File: src/rtl/rv_instr_encoder.sv
// RV32I instruction encoder: packs field tuples into 32-bit words by format,
// rejects out-of-range immediates, and tags each word with a running byte address.
module rv_instr_encoder #(
  parameter int unsigned           ADDR_WIDTH = 32,
  parameter logic [ADDR_WIDTH-1:0] BASE_ADDR  = '0
) (
  input  logic                  clock,
  input  logic                  reset,
  input  logic                  in_valid,
  output logic                  in_ready,
  input  logic [2:0]            in_fmt,
  input  logic [6:0]            in_opcode,
  input  logic [4:0]            in_rd,
  input  logic [4:0]            in_rs1,
  input  logic [4:0]            in_rs2,
  input  logic [2:0]            in_funct3,
  input  logic [6:0]            in_funct7,
  input  logic [31:0]           in_imm,
  input  logic                  addr_load,
  input  logic [ADDR_WIDTH-1:0] addr_load_value,
  output logic                  out_valid,
  input  logic                  out_ready,
  output logic [31:0]           out_instr,
  output logic [ADDR_WIDTH-1:0] out_addr,
  output logic                  err_sticky,
  output logic [7:0]            err_count,
  output logic [15:0]           word_count
);

  localparam int unsigned IW  = 32;
  localparam int unsigned ECW = 8;
  localparam int unsigned WCW = 16;

  localparam logic [2:0] FMT_R = 3'd0;
  localparam logic [2:0] FMT_I = 3'd1;
  localparam logic [2:0] FMT_S = 3'd2;
  localparam logic [2:0] FMT_B = 3'd3;
  localparam logic [2:0] FMT_U = 3'd4;
  localparam logic [2:0] FMT_J = 3'd5;

  logic                  out_valid_q, out_valid_d;
  logic [IW-1:0]         out_instr_q, out_instr_d;
  logic [ADDR_WIDTH-1:0] out_addr_q, out_addr_d;
  logic [ADDR_WIDTH-1:0] addr_cnt_q, addr_cnt_d;
  logic                  err_sticky_q, err_sticky_d;
  logic [ECW-1:0]        err_count_q, err_count_d;
  logic [WCW-1:0]        word_count_q, word_count_d;

  logic          fits_12, fits_13, fits_21;
  logic          enc_legal;
  logic [IW-1:0] enc_instr;
  logic          accept;

  // Field packing and immediate range check; a range fits when all upper bits equal the sign.
  always_comb begin
    fits_12   = (&in_imm[31:11]) | ~(|in_imm[31:11]);
    fits_13   = (&in_imm[31:12]) | ~(|in_imm[31:12]);
    fits_21   = (&in_imm[31:20]) | ~(|in_imm[31:20]);
    enc_legal = 1'b0;
    enc_instr = '0;
    case (in_fmt)
      FMT_R: begin
        enc_legal = 1'b1;
        enc_instr = {in_funct7, in_rs2, in_rs1, in_funct3, in_rd, in_opcode};
      end
      FMT_I: begin
        enc_legal = fits_12;
        enc_instr = {in_imm[11:0], in_rs1, in_funct3, in_rd, in_opcode};
      end
      FMT_S: begin
        enc_legal = fits_12;
        enc_instr = {in_imm[11:5], in_rs2, in_rs1, in_funct3, in_imm[4:0], in_opcode};
      end
      FMT_B: begin
        enc_legal = fits_13 & ~in_imm[0];
        enc_instr = {in_imm[12], in_imm[10:5], in_rs2, in_rs1, in_funct3,
                     in_imm[4:1], in_imm[11], in_opcode};
      end
      FMT_U: begin
        enc_legal = ~(|in_imm[11:0]);
        enc_instr = {in_imm[31:12], in_rd, in_opcode};
      end
      FMT_J: begin
        enc_legal = fits_21 & ~in_imm[0];
        enc_instr = {in_imm[20], in_imm[10:1], in_imm[11], in_imm[19:12], in_rd, in_opcode};
      end
      default: begin
        enc_legal = 1'b0;
        enc_instr = '0;
      end
    endcase
  end

  assign in_ready = !out_valid_q || out_ready;
  assign accept   = in_valid && in_ready;

  // Output register, address counter and error/word bookkeeping.
  always_comb begin
    out_valid_d  = out_valid_q;
    out_instr_d  = out_instr_q;
    out_addr_d   = out_addr_q;
    addr_cnt_d   = addr_cnt_q;
    err_sticky_d = err_sticky_q;
    err_count_d  = err_count_q;
    word_count_d = word_count_q;

    if (out_valid_q && out_ready) begin
      out_valid_d = 1'b0;
    end
    if (accept && enc_legal) begin
      out_valid_d  = 1'b1;
      out_instr_d  = enc_instr;
      out_addr_d   = addr_cnt_q;
      addr_cnt_d   = addr_cnt_q + ADDR_WIDTH'(4);
      word_count_d = word_count_q + WCW'(1);
    end
    if (accept && !enc_legal) begin
      err_sticky_d = 1'b1;
      if (err_count_q != {ECW{1'b1}}) begin
        err_count_d = err_count_q + ECW'(1);
      end
    end
    // A load overrides the increment; the word above already took the old value.
    if (addr_load) begin
      addr_cnt_d = addr_load_value & ~ADDR_WIDTH'(3);
    end
  end

  always_ff @(posedge clock) begin
    if (reset) begin
      out_valid_q  <= 1'b0;
      out_instr_q  <= '0;
      out_addr_q   <= '0;
      addr_cnt_q   <= BASE_ADDR;
      err_sticky_q <= 1'b0;
      err_count_q  <= '0;
      word_count_q <= '0;
    end else begin
      out_valid_q  <= out_valid_d;
      out_instr_q  <= out_instr_d;
      out_addr_q   <= out_addr_d;
      addr_cnt_q   <= addr_cnt_d;
      err_sticky_q <= err_sticky_d;
      err_count_q  <= err_count_d;
      word_count_q <= word_count_d;
    end
  end

  assign out_valid  = out_valid_q;
  assign out_instr  = out_instr_q;
  assign out_addr   = out_addr_q;
  assign err_sticky = err_sticky_q;
  assign err_count  = err_count_q;
  assign word_count = word_count_q;

endmodule

File: config.mk
export PLATFORM = sky130hd
export DESIGN_NAME = rv_instr_encoder
export DESIGN_NICKNAME = d
export VERILOG_FILES = /design/src/rtl/rv_instr_encoder.sv
export SDC_FILE = /design/constraint.sdc
export NUM_CORES = 1
export LEC_CHECK = 0
export BUFFER_PORTS_ARGS = -buffer_cell sky130_fd_sc_hd__buf_2
export CORE_MARGIN = 3
export CORE_UTILIZATION = 55
export CTS_CLUSTER_DIAMETER = 80
export DETAILED_ROUTE_END_ITERATION = 12
export PLACE_DENSITY = 0.94
export SLEW_MARGIN = 20
export SYNTH_ARGS = -nofsm -noshare
export SYNTH_HDL_FRONTEND = slang
export SYNTH_SLANG_ARGS = --single-unit
File: constraint.sdc
create_clock -name clock -period 4.21 [get_ports clock]
set_clock_uncertainty 0.2 [all_clocks]
set_input_delay 0.2105 -clock clock [delete_from_list [all_inputs] [get_ports clock]]
set_output_delay 0.2105 -clock clock [all_outputs]
set_load 0.03 [all_outputs]
# Yosys cells after proc, flatten, opt, wreduce, memory -nomap -nowiden
# Index checks and enable logic that the tools add are counted.
# Widths: inputs -> output; s select.
dict set report word_totals {
  ff_bits 122
  output_inout_bits 91
}
dict set report op_classes {
  add_sub_neg 3
  n_eq_ne 6
  muxes 6
  bitwise 10
  n_reduce_logical 20
}
# op count
set op_table {}
lappend op_table {{$pmux 32 s6} 1}
lappend op_table {{$mux 32} 2}
lappend op_table {{$add 32x3->32 const B} 1}
lappend op_table {{$reduce_or 12->1} 2}
lappend op_table {{$reduce_and 21->1} 1}
lappend op_table {{$reduce_or 21->1} 1}
lappend op_table {{$reduce_and 20->1} 1}
lappend op_table {{$reduce_or 20->1} 1}
lappend op_table {{$add 16x1->16 const B} 1}
lappend op_table {{$reduce_and 12->1} 1}
lappend op_table {{$add 8x1->8 const B} 1}
lappend op_table {{$ne 8x8->1 const B} 1}
lappend op_table {{$eq 3x2->1 const B} 2}
lappend op_table {{$eq 3x3->1 const B} 2}
lappend op_table {{$not 1->1} 5}
lappend op_table {{$pmux 1 s5} 1}
lappend op_table {{$logic_and 1x1->1} 4}
lappend op_table {{$reduce_bool 2->1} 2}
lappend op_table {{$reduce_or 2->1} 2}
lappend op_table {{$eq 3x1->1 const B} 1}
lappend op_table {{$logic_not 3->1} 1}
lappend op_table {{$or 1x1->1} 3}
lappend op_table {{$and 1x1->1} 2}
lappend op_table {{$logic_not 1->1} 2}
lappend op_table {{3 further kinds} 4}

# Depth between registers and ports, before layout
# Gate-level depths: netlist (run 1).
dict set report depth {
  ltp_word 8
  ltp_mapped 11
  depth_no_buf 7
}

# Worst setup path after synthesis (run 1)
# OpenSTA, ideal clock, no wires.
dict set report synth_timing {
  path_type {reg-to-reg}
  startpoint {register out_valid_q (netlist: out_valid)}
  endpoint {register out_addr_q[2] (netlist: out_addr[2])}
  arrival_ps 2071
  t_required_ps 3940
  setup_slack_ps 1869
  path_stages_with_launch 10
  n_path_buf 4
  synth_period_minus_slack_ps 2341
  cell_sequence {dfxtp_1 > nand2b_1 > and2_1 > buf_2 > o21ai_2 > buf_6 > buf_2 > buf_1 > nand2_1 > a21oi_1}
}
dict set report synth_via {
  elab_chain_len 4
}
# element line_no
set synth_lines {}
lappend synth_lines {{start, declared} 41} ;# logic out_valid_q, out_valid_d;
lappend synth_lines {{start signal, assigned} 139} ;# out_valid_q <= out_valid_d;
lappend synth_lines {{$logic_not 1->1} 94} ;# assign in_ready = !out_valid_q || out_ready;
lappend synth_lines {{$logic_or 1x1->1} 94}
lappend synth_lines {{via in_ready} 10} ;# output logic in_ready,
lappend synth_lines {{$logic_and 1x1->1} 95} ;# assign accept = in_valid && in_ready;
lappend synth_lines {{$logic_and 1x1->1} 110} ;# if (accept && enc_legal) begin
lappend synth_lines {{end signal, assigned} 141} ;# out_addr_q <= out_addr_d;
lappend synth_lines {{end, declared} 43} ;# logic [ADDR_WIDTH-1:0] out_addr_q, out_addr_d;
# The timed path passes the listed nets, and every way through them passes these cells.
# A chain may end at the register's enable or synchronous reset.

# Final worst setup path (run 1)
dict set report layout_timing {
  startpoint {input in_imm[8]}
  endpoint {register addr_cnt_q[5]}
}
dict set report layout_via {
  elab_chain_len 5
}
# element line_no
set layout_lines {}
lappend layout_lines {{start, declared} 18} ;# input logic [31:0] in_imm,
lappend layout_lines {{$reduce_or 12->1} 80} ;# enc_legal = ~(|in_imm[11:0]);
lappend layout_lines {{$not 1->1} 80}
lappend layout_lines {{$pmux 1 s5} 61} ;# case (in_fmt)
lappend layout_lines {{$logic_and 1x1->1} 110}
lappend layout_lines {{$reduce_bool 2->1 (no line)} -}
lappend layout_lines {{end signal, assigned} 142} ;# addr_cnt_q <= addr_cnt_d;
lappend layout_lines {{end, declared} 44} ;# logic [ADDR_WIDTH-1:0] addr_cnt_q, addr_cnt_d;
# No other way between the ends.

==> results of run 1 <==
==> cell type report <==
cell class / instances / share of cell area
multi-input cells: 531 / 0.391
flip-flops and latches: 118 / 0.289
repair buffers: 276 / 0.220
clock buffers: 20 / 0.0532
well taps: 136 / 0.0208
clock inverters: 12 / 0.0185
inverters: 16 / 0.00734
==> power groups by stage <==
stage	logic, mW	registers, mW	clock network (mW)
after floorplan	0.151	1.23	0
after global placement	0.279	1.21	0
after detailed placement	0.285	1.21	0
after CTS	0.343	1.19	1.44
after global routing	0.384	1.19	1.48
final	0.361	1.19	1.44
==> layer usage <==
metal	track usage	wire, microns	up-vias
li1	-	-	3128
met5	0	0	-
met1	0.388	7420	3098
met2	0.555	9960	505
met3	0.0816	2040	107
met4	0.167	1020	0
==> registers in the layout (all words and copies together) (netlist names) <==
register and count:
err_sticky 1, out_addr 30, out_valid 1, word_count 16
addr_cnt_q 30, out_instr 32, err_count 8
==> layout by cell type (no fill, tap or decap), types with 5 or more instances in the layout <==
master	instances
buf_2	189
dfxtp_1	118
nand2_1	99
dlygate4sd3_1	76
a21oi_1	71
nor2_1	67
nand3_1	27
a211oi_1	24
o21ai_0	21
a221oi_1	20
or4_1	19
o31ai_1	19
mux2i_1	17
nor3_1	17
inv_1	16
clkbuf_16	16
a311oi_1	12
nand4_1	12
or3_1	11
xnor2_1	9
buf_4	9
and3_1	8
nor2b_1	8
nor4_1	7
and2_1	6
and4_1	5
==> worst min-delay path, cell delays in order <==
cell      delay [ns]
buf_2           0.08
mux2i_1         0.05
o21ai_0         0.15
a221oi_1        0.09
nor3_1          0.13
==> worst paths after layout <==
kind	startpoint	to	slack (ns)	depth (start not counted)
setup / recovery	in_imm[8]	addr_cnt_q[5]$_SDFFE_PP0P_	0.56	11
hold / removal	in_funct7[0]	out_instr[25]$_SDFFE_PP0P_	0.04	5
setup reg to reg	addr_cnt_q[7]$_SDFFE_PP0P_	addr_cnt_q[23]$_SDFFE_PP0P_	1.10	8
hold reg to reg	out_instr[0]$_SDFFE_PP0P_	out_instr[0]$_SDFFE_PP0P_	0.25	2
==> through the flow <==
step / instances / power (mW) / setup WS [ns]
2_1_floorplan: 724 / 1.39 / 1.87
3_3_place_gp: 1000 / 1.49 / 0.853
3_5_place_dp: 1000 / 1.49 / 0.765
6_report: 1109 / 2.99 / 0.559
5_1_grt: 1109 / 3.06 / 0.411
4_1_cts: 1108 / 2.97 / 0.685
==> what timing repair did <==
action                                  CTS  global route
endpoints found under the setup margin    0             0
hold buffers                             76             0
endpoints found under the hold margin    61             0
==> logic make-up after synthesis <==
| logic type | share of synthesized area |
|---|---|
| AND/OR/NAND/NOR | 0.249 |
| AO/OA/AOI/OAI | 0.233 |
| flip-flops | 0.401 |
| buffers and inverters | 0.0587 |
| multiplexers | 0.0327 |
| XOR/XNOR | 0.0179 |
| adder cells (fa/ha/maj) | 0.00638 |
| other | 0.000637 |
==> flow_summary.json, run 1 <==
{
  "drtIter0Drc": 680,
  "path_class": "input port to flip-flop",
  "die_h_microns": 109,
  "drt_wl_total_microns": 20400,
  "min_period_ns": 3.65,
  "p_sw_frac": 0.255,
  "rows": 37,
  "rsz0062_at_grt": "no",
  "yosys_most_used_dff": "dfxtp_1",
  "placed_cell_area_sq_mm": 0.00682,
  "numCtsBuffers": 17,
  "regArea_sq_mm": 0.00236,
  "die-area_sq_mm": 0.0120,
  "fin_util": 0.789,
  "synth_top_area_cell": "dfxtp_1",
  "cts_resized": 0,
  "hp-class": "input port to flip-flop",
  "clkLatencyLatePin_ns": 0.51,
  "finalHoldViolations": 0,
  "cts.sinks": 118,
  "cp_cell_sequence": "dlygate4sd3_1 -> buf_2 -> nor4_1 -> nand3_1 -> a211o_1 -> o21ai_4 -> o21ai_4 -> buf_4 -> o31a_1 -> a221oi_1 -> dlygate4sd3_1",
  "grt_max_degree": 73,
  "final_cell_area_sq_mm": 0.00818,
  "grt_use_total": 0.329,
  "cts_tree": "yes",
  "synth_edf_count": 0,
  "fill_cells": 646,
  "htreeDepth": 4,
  "p_leak_nw": 3.31,
  "grt_pass1_wl_microns": 31200,
  "cts_root_buffer": "clkbuf_8",
  "multi_input_area_sq_mm": 0.00320,
  "cp_max_fo": 26,
  "holdWs_ns": 0.0375,
  "routedWlPerCell_microns": 18.4,
  "ios": 195,
  "antenna_found_initial": 0,
  "drive_above_1_share": 0.252,
  "synth_area_sq_mm": 0.00589,
  "synth_top_cell_area_share": 0.401,
  "drtPass1Iterations": 6,
  "gp_congestion": 0.836,
  "initial_core_util": 0.568,
  "route.detailed.drc": 0,
  "path_buf_inv": 4,
  "critical_path.top_delay_family": "compound AO/OA/AOI/OAI gates",
  "irDropWorstVdd_mv": 0.291,
  "comb_power_share": 0.121,
  "diodes": 0,
  "overflow": 0,
  "area_growth_pct": 38.9,
  "crit_arrival_ns": 3.90,
  "power_density_mw_per_mm2": 365,
  "tightestPinTransition_ns": 0.867,
  "synth_seq_cells": 118,
  "endpoint_kind": "flip-flop",
  "slew_violations": 0,
  "vias": 6838,
  "core-area_sq_mm": 0.0104,
  "p_clk_frac": 0.481,
  "slew_headroom": 0.418,
  "yosys-top-cells-area": "dfxtp_1, nand2_1, a21oi_1",
  "ant_nets": 0,
  "timing.fmax_ghz": 0.274,
  "ys_seq_area_frac": 0.401,
  "setup_viol": 0,
  "slowest_delay_ns": 0.59,
  "cp.required_ns": 4.46,
  "cp-start-kind": "input port",
  "die_width_microns": 109,
  "cp_slowest_cell": "dlygate4sd3_1",
  "cts_setup_buffers": 0,
  "power.switching_mw": 0.760,
  "synth_cells": 723,
  "post-route-period-util": 0.867,
  "nets": 1067,
  "clkTransAtPathRegs_ns": 0.06,
  "synthTopCellsByCount": "dfxtp_1, nand2_1, a21oi_1",
  "p_int_mw": 2.23,
  "grt_pass1_vias": 6404,
  "pwr-share-seq": 0.399,
  "cap_violations": 0,
  "finalSetupTns_ns": 0,
  "place_hpwl_microns": 11600,
  "synth.most_common_cell": "dfxtp_1",
  "syn_area_per_cell_sq_um": 8.14,
  "yosys_warnings": 0,
  "outcome": "completed",
  "via_per_inst": 6.17,
  "yosysUniqueCellTypes": 64,
  "async_flop_share": 0,
  "io_buffers": 190,
  "cts_buffer_depth": 2
}
Power figures use the tool's default switching activity.
==> run 2: changes to the inputs <==
--- a/config.mk
+++ b/config.mk
@@ -6,11 +6,13 @@
 export NUM_CORES = 1
 export LEC_CHECK = 0
 export BUFFER_PORTS_ARGS = -buffer_cell sky130_fd_sc_hd__buf_2
+export CELL_PAD_IN_SITES_DETAIL_PLACEMENT = 0
+export CELL_PAD_IN_SITES_GLOBAL_PLACEMENT = 1
 export CORE_MARGIN = 3
-export CORE_UTILIZATION = 55
+export CORE_UTILIZATION = 39
 export CTS_CLUSTER_DIAMETER = 80
 export DETAILED_ROUTE_END_ITERATION = 12
-export PLACE_DENSITY = 0.94
+export PLACE_DENSITY = 0.93
 export SLEW_MARGIN = 20
 export SYNTH_ARGS = -nofsm -noshare
 export SYNTH_HDL_FRONTEND = slang
==> constraint.sdc (replaced) <==
create_clock -name clock -period 4.51 [get_ports clock]
set_clock_uncertainty 0.2 [all_clocks]
set_input_delay 0.2255 -clock clock [delete_from_list [all_inputs] [get_ports clock]]
set_output_delay 0.2255 -clock clock [all_outputs]
set_load 0.03 [all_outputs]
==> run 2 against run 1 <==
  * Combinational power is 12% lower
  * Clock-buffer cell count shrank 2
  * Critical path depth fell by 1
  * Global-route usage is 11 points lower
  * Routed wire length is 12% lower
  * First-iteration DRC count shrank 39%
  * Power decreased by 2.6%
  * Final cell count up 3.5%
  * Non-clock buffer count shrank 9
  * Utilization down 23 points
  * Largest power group unchanged
  * Highest routed layer unchanged
==> flow_summary.json, run 2 (synthesis results as in run 1) <==
{
  "die_width_microns": 129,
  "area_growth_pct": 39.5,
  "timing.rr.start": "out_valid$_SDFFE_PP0P_",
  "drt_wl_total_microns": 18100,
  "irDropWorstVdd_mv": 0.254,
  "drtPass1Iterations": 5,
  "cap_violations": 0,
  "min_path_cells": 3,
  "place_hpwl_microns": 11800,
  "outcome": "completed",
  "cp.required_ns": 4.64,
  "cp-start-kind": "input port",
  "diodes": 0,
  "hp-class": "input port to flip-flop",
  "p_clk_frac": 0.510,
  "cp_max_fo": 56,
  "setup_viol": 0,
  "comb_power_share": 0.109,
  "slew_headroom": 0.386,
  "holdPathEnd": "out_instr[12]$_SDFFE_PP0P_",
  "numCtsBuffers": 17,
  "power.switching_mw": 0.702,
  "grt_max_degree": 76,
  "holdWs_ns": 0.0325,
  "min_period_ns": 3.10,
  "io_buffers": 190,
  "p_sw_frac": 0.241,
  "fill_cells": 1364,
  "post-route-period-util": 0.688,
  "drive_above_1_share": 0.255,
  "reg2reg_depth": 6,
  "layout_commonest_cell": "buf_2",
  "cts_root_buffer": "clkbuf_16",
  "rows": 44,
  "clkTransAtPathRegs_ns": 0.06,
  "nets": 1058,
  "core-area_sq_mm": 0.0146,
  "rsz0062_at_grt": "no",
  "cp_slowest_cell": "dlygate4sd3_1",
  "overflow": 0,
  "htreeDepth": 4,
  "clkLatencyLatePin_ns": 0.41,
  "p_leak_nw": 3.30,
  "cp_common_cell": "o21ai_4",
  "grt_pass1_wl_microns": 29300,
  "cts_resized": 0,
  "min_from": "in_imm[12]",
  "gp_congestion": 0.803,
  "ios": 195,
  "path_class": "input port to flip-flop",
  "fin_util": 0.561,
  "slew_violations": 0,
  "cp_cell_sequence": "dlygate4sd3_1 -> buf_2 -> nor4_1 -> nand3_1 -> a211o_1 -> o21ai_4 -> o21ai_4 -> buf_12 -> or4_1 -> a311oi_1",
  "power_density_mw_per_mm2": 354,
  "drtIter0Drc": 417,
  "tightestPinTransition_ns": 0.914,
  "finalHoldViolations": 0,
  "antenna_found_initial": 0,
  "final_cell_mix": "buf_2, dfxtp_1, nand2_1, a21oi_1, dlygate4sd3_1",
  "die-area_sq_mm": 0.0166,
  "r2r_end": "addr_cnt_q[26]$_SDFFE_PP0P_",
  "via_per_inst": 5.37,
  "crit_arrival_ns": 3.23,
  "initial_core_util": 0.402,
  "ant_nets": 0,
  "routedWlPerCell_microns": 15.7,
  "die_h_microns": 129,
  "cts.sinks": 118,
  "route.detailed.drc": 0,
  "p_int_mw": 2.21,
  "vias": 6170,
  "finalSetupTns_ns": 0,
  "timing.fmax_ghz": 0.322,
  "grt_pass1_vias": 5816,
  "total_power_mw": 2.91,
  "pwr-share-seq": 0.381,
  "largest_reg_flops": 32,
  "cts_tree": "yes",
  "grt_use_total": 0.216,
  "rrSetupSlack_ns": 1.76,
  "slowest_delay_ns": 0.55,
  "endpoint_kind": "flip-flop",
  "cts_buffer_depth": 2
}
[run 2: critical path: cells and delay by family]
kind            cells  cell delay [ns]
compound gates      4             1.01
buf+inv             3             0.99
simple gates        3             0.98
[run 2: worst max path at each step]
stage	startpoint	endpoint	slack (ns)	cells past startpoint
floorplan	out_valid$_SDFFE_PP0P_	out_addr[2]$_SDFFE_PP0P_	2.17	9
global placement	in_fmt[0]	addr_cnt_q[14]$_SDFFE_PP0P_	1.09	9
detailed placement	in_fmt[1]	addr_cnt_q[26]$_SDFFE_PP0P_	1.03	9
CTS	in_imm[8]	addr_cnt_q[12]$_SDFFE_PP0P_	1.44	10
global route	in_fmt[2]	out_instr[10]$_SDFFE_PP0P_	1.23	8
finish	in_imm[5]	addr_cnt_q[26]$_SDFFE_PP0P_	1.41	10
[run 2: area by class of cell]
class | count | area, sq um | area share
clock buffers | 18 | 439 | 0.0535
clock inverters | 14 | 206 | 0.0251
inverters | 16 | 60.1 | 0.00732
multi-input cells | 531 | 3200 | 0.389
flip-flops and latches | 118 | 2360 | 0.288
well taps | 184 | 230 | 0.0280
repair buffers | 267 | 1710 | 0.209
[run 2: through the flow]
stage	instance area (sq um)	cells	worst slack, ns
6_report	8210	1148	1.41
5_1_grt	8210	1148	1.23
4_1_cts	8200	1147	1.44
3_5_place_dp	6880	1047	1.03
3_3_place_gp	6880	1047	1.09
2_1_floorplan	5890	724	2.17
[run 2: repair_timing]
item / in CTS / in global routing
buffers inserted: 0 / 0
hold buffers: 68 / 0
endpoints found under the hold margin: 57 / 0
[run 2: power groups by stage]
stage / combinational (mW) / clock [mW] / sequential, mW
floorplan: 0.141 / 0 / 1.15
global placement: 0.265 / 0 / 1.13
detailed placement: 0.268 / 0 / 1.13
CTS: 0.314 / 1.50 / 1.11
global route: 0.347 / 1.55 / 1.11
finish: 0.317 / 1.48 / 1.11
[run 2: metal layers]
layer  vias up  GRT usage  share of wire
met5         -          0              0
met2       194      0.355           0.47
met3        25     0.0519          0.059
li1       3110          -              -
met1      2841      0.281           0.45
met4         0     0.0667          0.018
==> run 3: changes to the inputs <==
--- a/config.mk
+++ b/config.mk
@@ -9,10 +9,10 @@
 export CELL_PAD_IN_SITES_DETAIL_PLACEMENT = 0
 export CELL_PAD_IN_SITES_GLOBAL_PLACEMENT = 1
 export CORE_MARGIN = 3
-export CORE_UTILIZATION = 39
+export CORE_UTILIZATION = 37
 export CTS_CLUSTER_DIAMETER = 80
 export DETAILED_ROUTE_END_ITERATION = 12
-export PLACE_DENSITY = 0.93
+export PLACE_DENSITY = 0.89
 export SLEW_MARGIN = 20
 export SYNTH_ARGS = -nofsm -noshare
 export SYNTH_HDL_FRONTEND = slang
==> constraint.sdc (replaced) <==
create_clock -name clock -period 2.9 [get_ports clock]
set_clock_uncertainty 0.2 [all_clocks]
set_input_delay 0.145 -clock clock [delete_from_list [all_inputs] [get_ports clock]]
set_output_delay 0.145 -clock clock [all_outputs]
set_load 0.03 [all_outputs]
==> run 3 against run 2 <==
  * Clock-buffer cell count decreased by 1
  * Global-route usage decreased by 0.61 points
  * Sequential power is 55% higher
  * Worst hold slack worse by 0.027 ns
  * Critical path type is now flip-flop to flip-flop
==> flow_summary.json, run 3 (synthesis results as in run 1) <==
{
  "fin_util": 0.551,
  "cp_max_fo": 6,
  "total_power_mw": 4.41,
  "route.detailed.drc": 0,
  "clkTransAtPathRegs_ns": 0.06,
  "cts_tree": "yes",
  "min_period_ns": 2.71,
  "die_width_microns": 132,
  "final_cells": 1203,
  "rsz0062_at_grt": "no",
  "slew_violations": 0,
  "grt_pass1_wl_microns": 30100,
  "reg2reg_depth": 8,
  "clkLatencyLatePin_ns": 0.42,
  "initial_core_util": 0.383,
  "fill_cells": 1417,
  "finalSetupTns_ns": 0,
  "timing.fmax_ghz": 0.370,
  "drtPass1Iterations": 7,
  "layout_commonest_cell": "buf_2",
  "post-route-period-util": 0.933,
  "routedWlPerCell_microns": 15.7,
  "crit_arrival_ns": 2.87,
  "numCtsBuffers": 17,
  "slew_headroom": 0.568,
  "nets": 1086,
  "drive_above_1_share": 0.271,
  "cts_setup_buffers": 0,
  "largest_reg_flops": 32,
  "endpoint_kind": "flip-flop",
  "cp-start-kind": "flip-flop",
  "cap_violations": 0,
  "diodes": 0,
  "rows": 45,
  "setup_viol": 0,
  "grt_use_total": 0.210,
  "gp_congestion": 0.838,
  "hp-class": "input port to flip-flop",
  "final_cell_mix": "buf_2, dfxtp_1, nand2_1, dlygate4sd3_1, a21oi_1",
  "io_buffers": 190,
  "holdPathEnd": "out_instr[22]$_SDFFE_PP0P_",
  "cts.sinks": 118,
  "ios": 195,
  "p_leak_nw": 3.41,
  "via_per_inst": 5.30,
  "r2r_end": "addr_cnt_q[23]$_SDFFE_PP0P_",
  "timing.rr.start": "addr_cnt_q[8]$_SDFFE_PP0P_",
  "outcome": "completed",
  "grt_use_met1": 0.266,
  "place_hpwl_microns": 12500,
  "core-area_sq_mm": 0.0154,
  "tightestPinTransition_ns": 0.643,
  "finalHoldViolations": 0,
  "cts_buffer_depth": 2,
  "use_met3": 0.0615,
  "place_inst": 1095,
  "antenna_found_initial": 0,
  "min_from": "in_imm[2]",
  "power_density_mw_per_mm2": 520,
  "busiest_layer": "met2",
  "min_path_cells": 3,
  "use_met2": 0.341,
  "ant_nets": 0,
  "cts_root_buffer": "clkbuf_16",
  "path_class": "flip-flop to flip-flop",
  "rrSetupSlack_ns": 0.19,
  "vias": 6374,
  "die-area_sq_mm": 0.0175,
  "area_growth_pct": 43.9,
  "die_h_microns": 132,
  "irDropWorstVdd_mv": 0.386,
  "cp.required_ns": 3.06,
  "drtIter0Drc": 354,
  "htreeDepth": 4,
  "drt_wl_total_microns": 18900,
  "grt_pass1_vias": 5994,
  "overflow": 0,
  "grt_max_degree": 74
}
## run 3: layer usage
layer,wire length [microns],vias to the layer above
li1,-,3178
met1,8420,2941
met2,8920,219
met3,1180,36
met4,399,0
met5,0,-
## run 3: area by class of cell
type,count,area (sq um),area share
flip-flops and latches,118,2360,0.279
multi-input cells,531,3200,0.378
well taps,211,264,0.0312
repair buffers,295,1970,0.233
clock inverters,15,180,0.0213
inverters,16,60.1,0.00709
clock buffers,17,425,0.0502
## run 3: critical path, stage by stage (launching register included)
cell and delay (ns):
dfxtp_1 0.44, and4_2 0.32, nand2_1 0.14, nor2_1 0.19
nand3_1 0.22, nor2_1 0.18, a211oi_1 0.10, a2111oi_2 0.27
dlygate4sd3_1 0.59
## run 3: through the flow
stage	area (sq um)	hold WS, ns	setup WS, ns
after floorplan	5890	0.0810	0.559
final	8470	0.00578	0.195
after global placement	7090	0.189	0.215
after CTS	8460	0.000755	0.214
after detailed placement	7090	0.191	0.189
after global routing	8470	0.0193	0.00832
## run 3: worst max path at each step
stage / from / end
floorplan: out_valid$_SDFFE_PP0P_ / out_addr[2]$_SDFFE_PP0P_
global placement: in_imm[25] / word_count[15]$_SDFFE_PP0P_
detailed placement: in_imm[25] / word_count[11]$_SDFFE_PP0P_
CTS: in_imm[25] / out_instr[10]$_SDFFE_PP0P_
global route: addr_cnt_q[8]$_SDFFE_PP0P_ / addr_cnt_q[23]$_SDFFE_PP0P_
finish: addr_cnt_q[8]$_SDFFE_PP0P_ / addr_cnt_q[23]$_SDFFE_PP0P_
## run 3: repair_timing
action / CTS / global route
hold endpoints to repair: 78 / 0
resized for setup: 0 / 3
setup endpoints to repair: 0 / 2
hold buffers: 76 / 0
## run 3: where the power goes
group | leakage, nW | switching [mW] | total [mW] | internal (mW)
combinational | 2.17 | 0.283 | 0.522 | 0.239
clock | 0.278 | 0.807 | 2.16 | 1.35
sequential | 0.962 | 0.0495 | 1.72 | 1.68
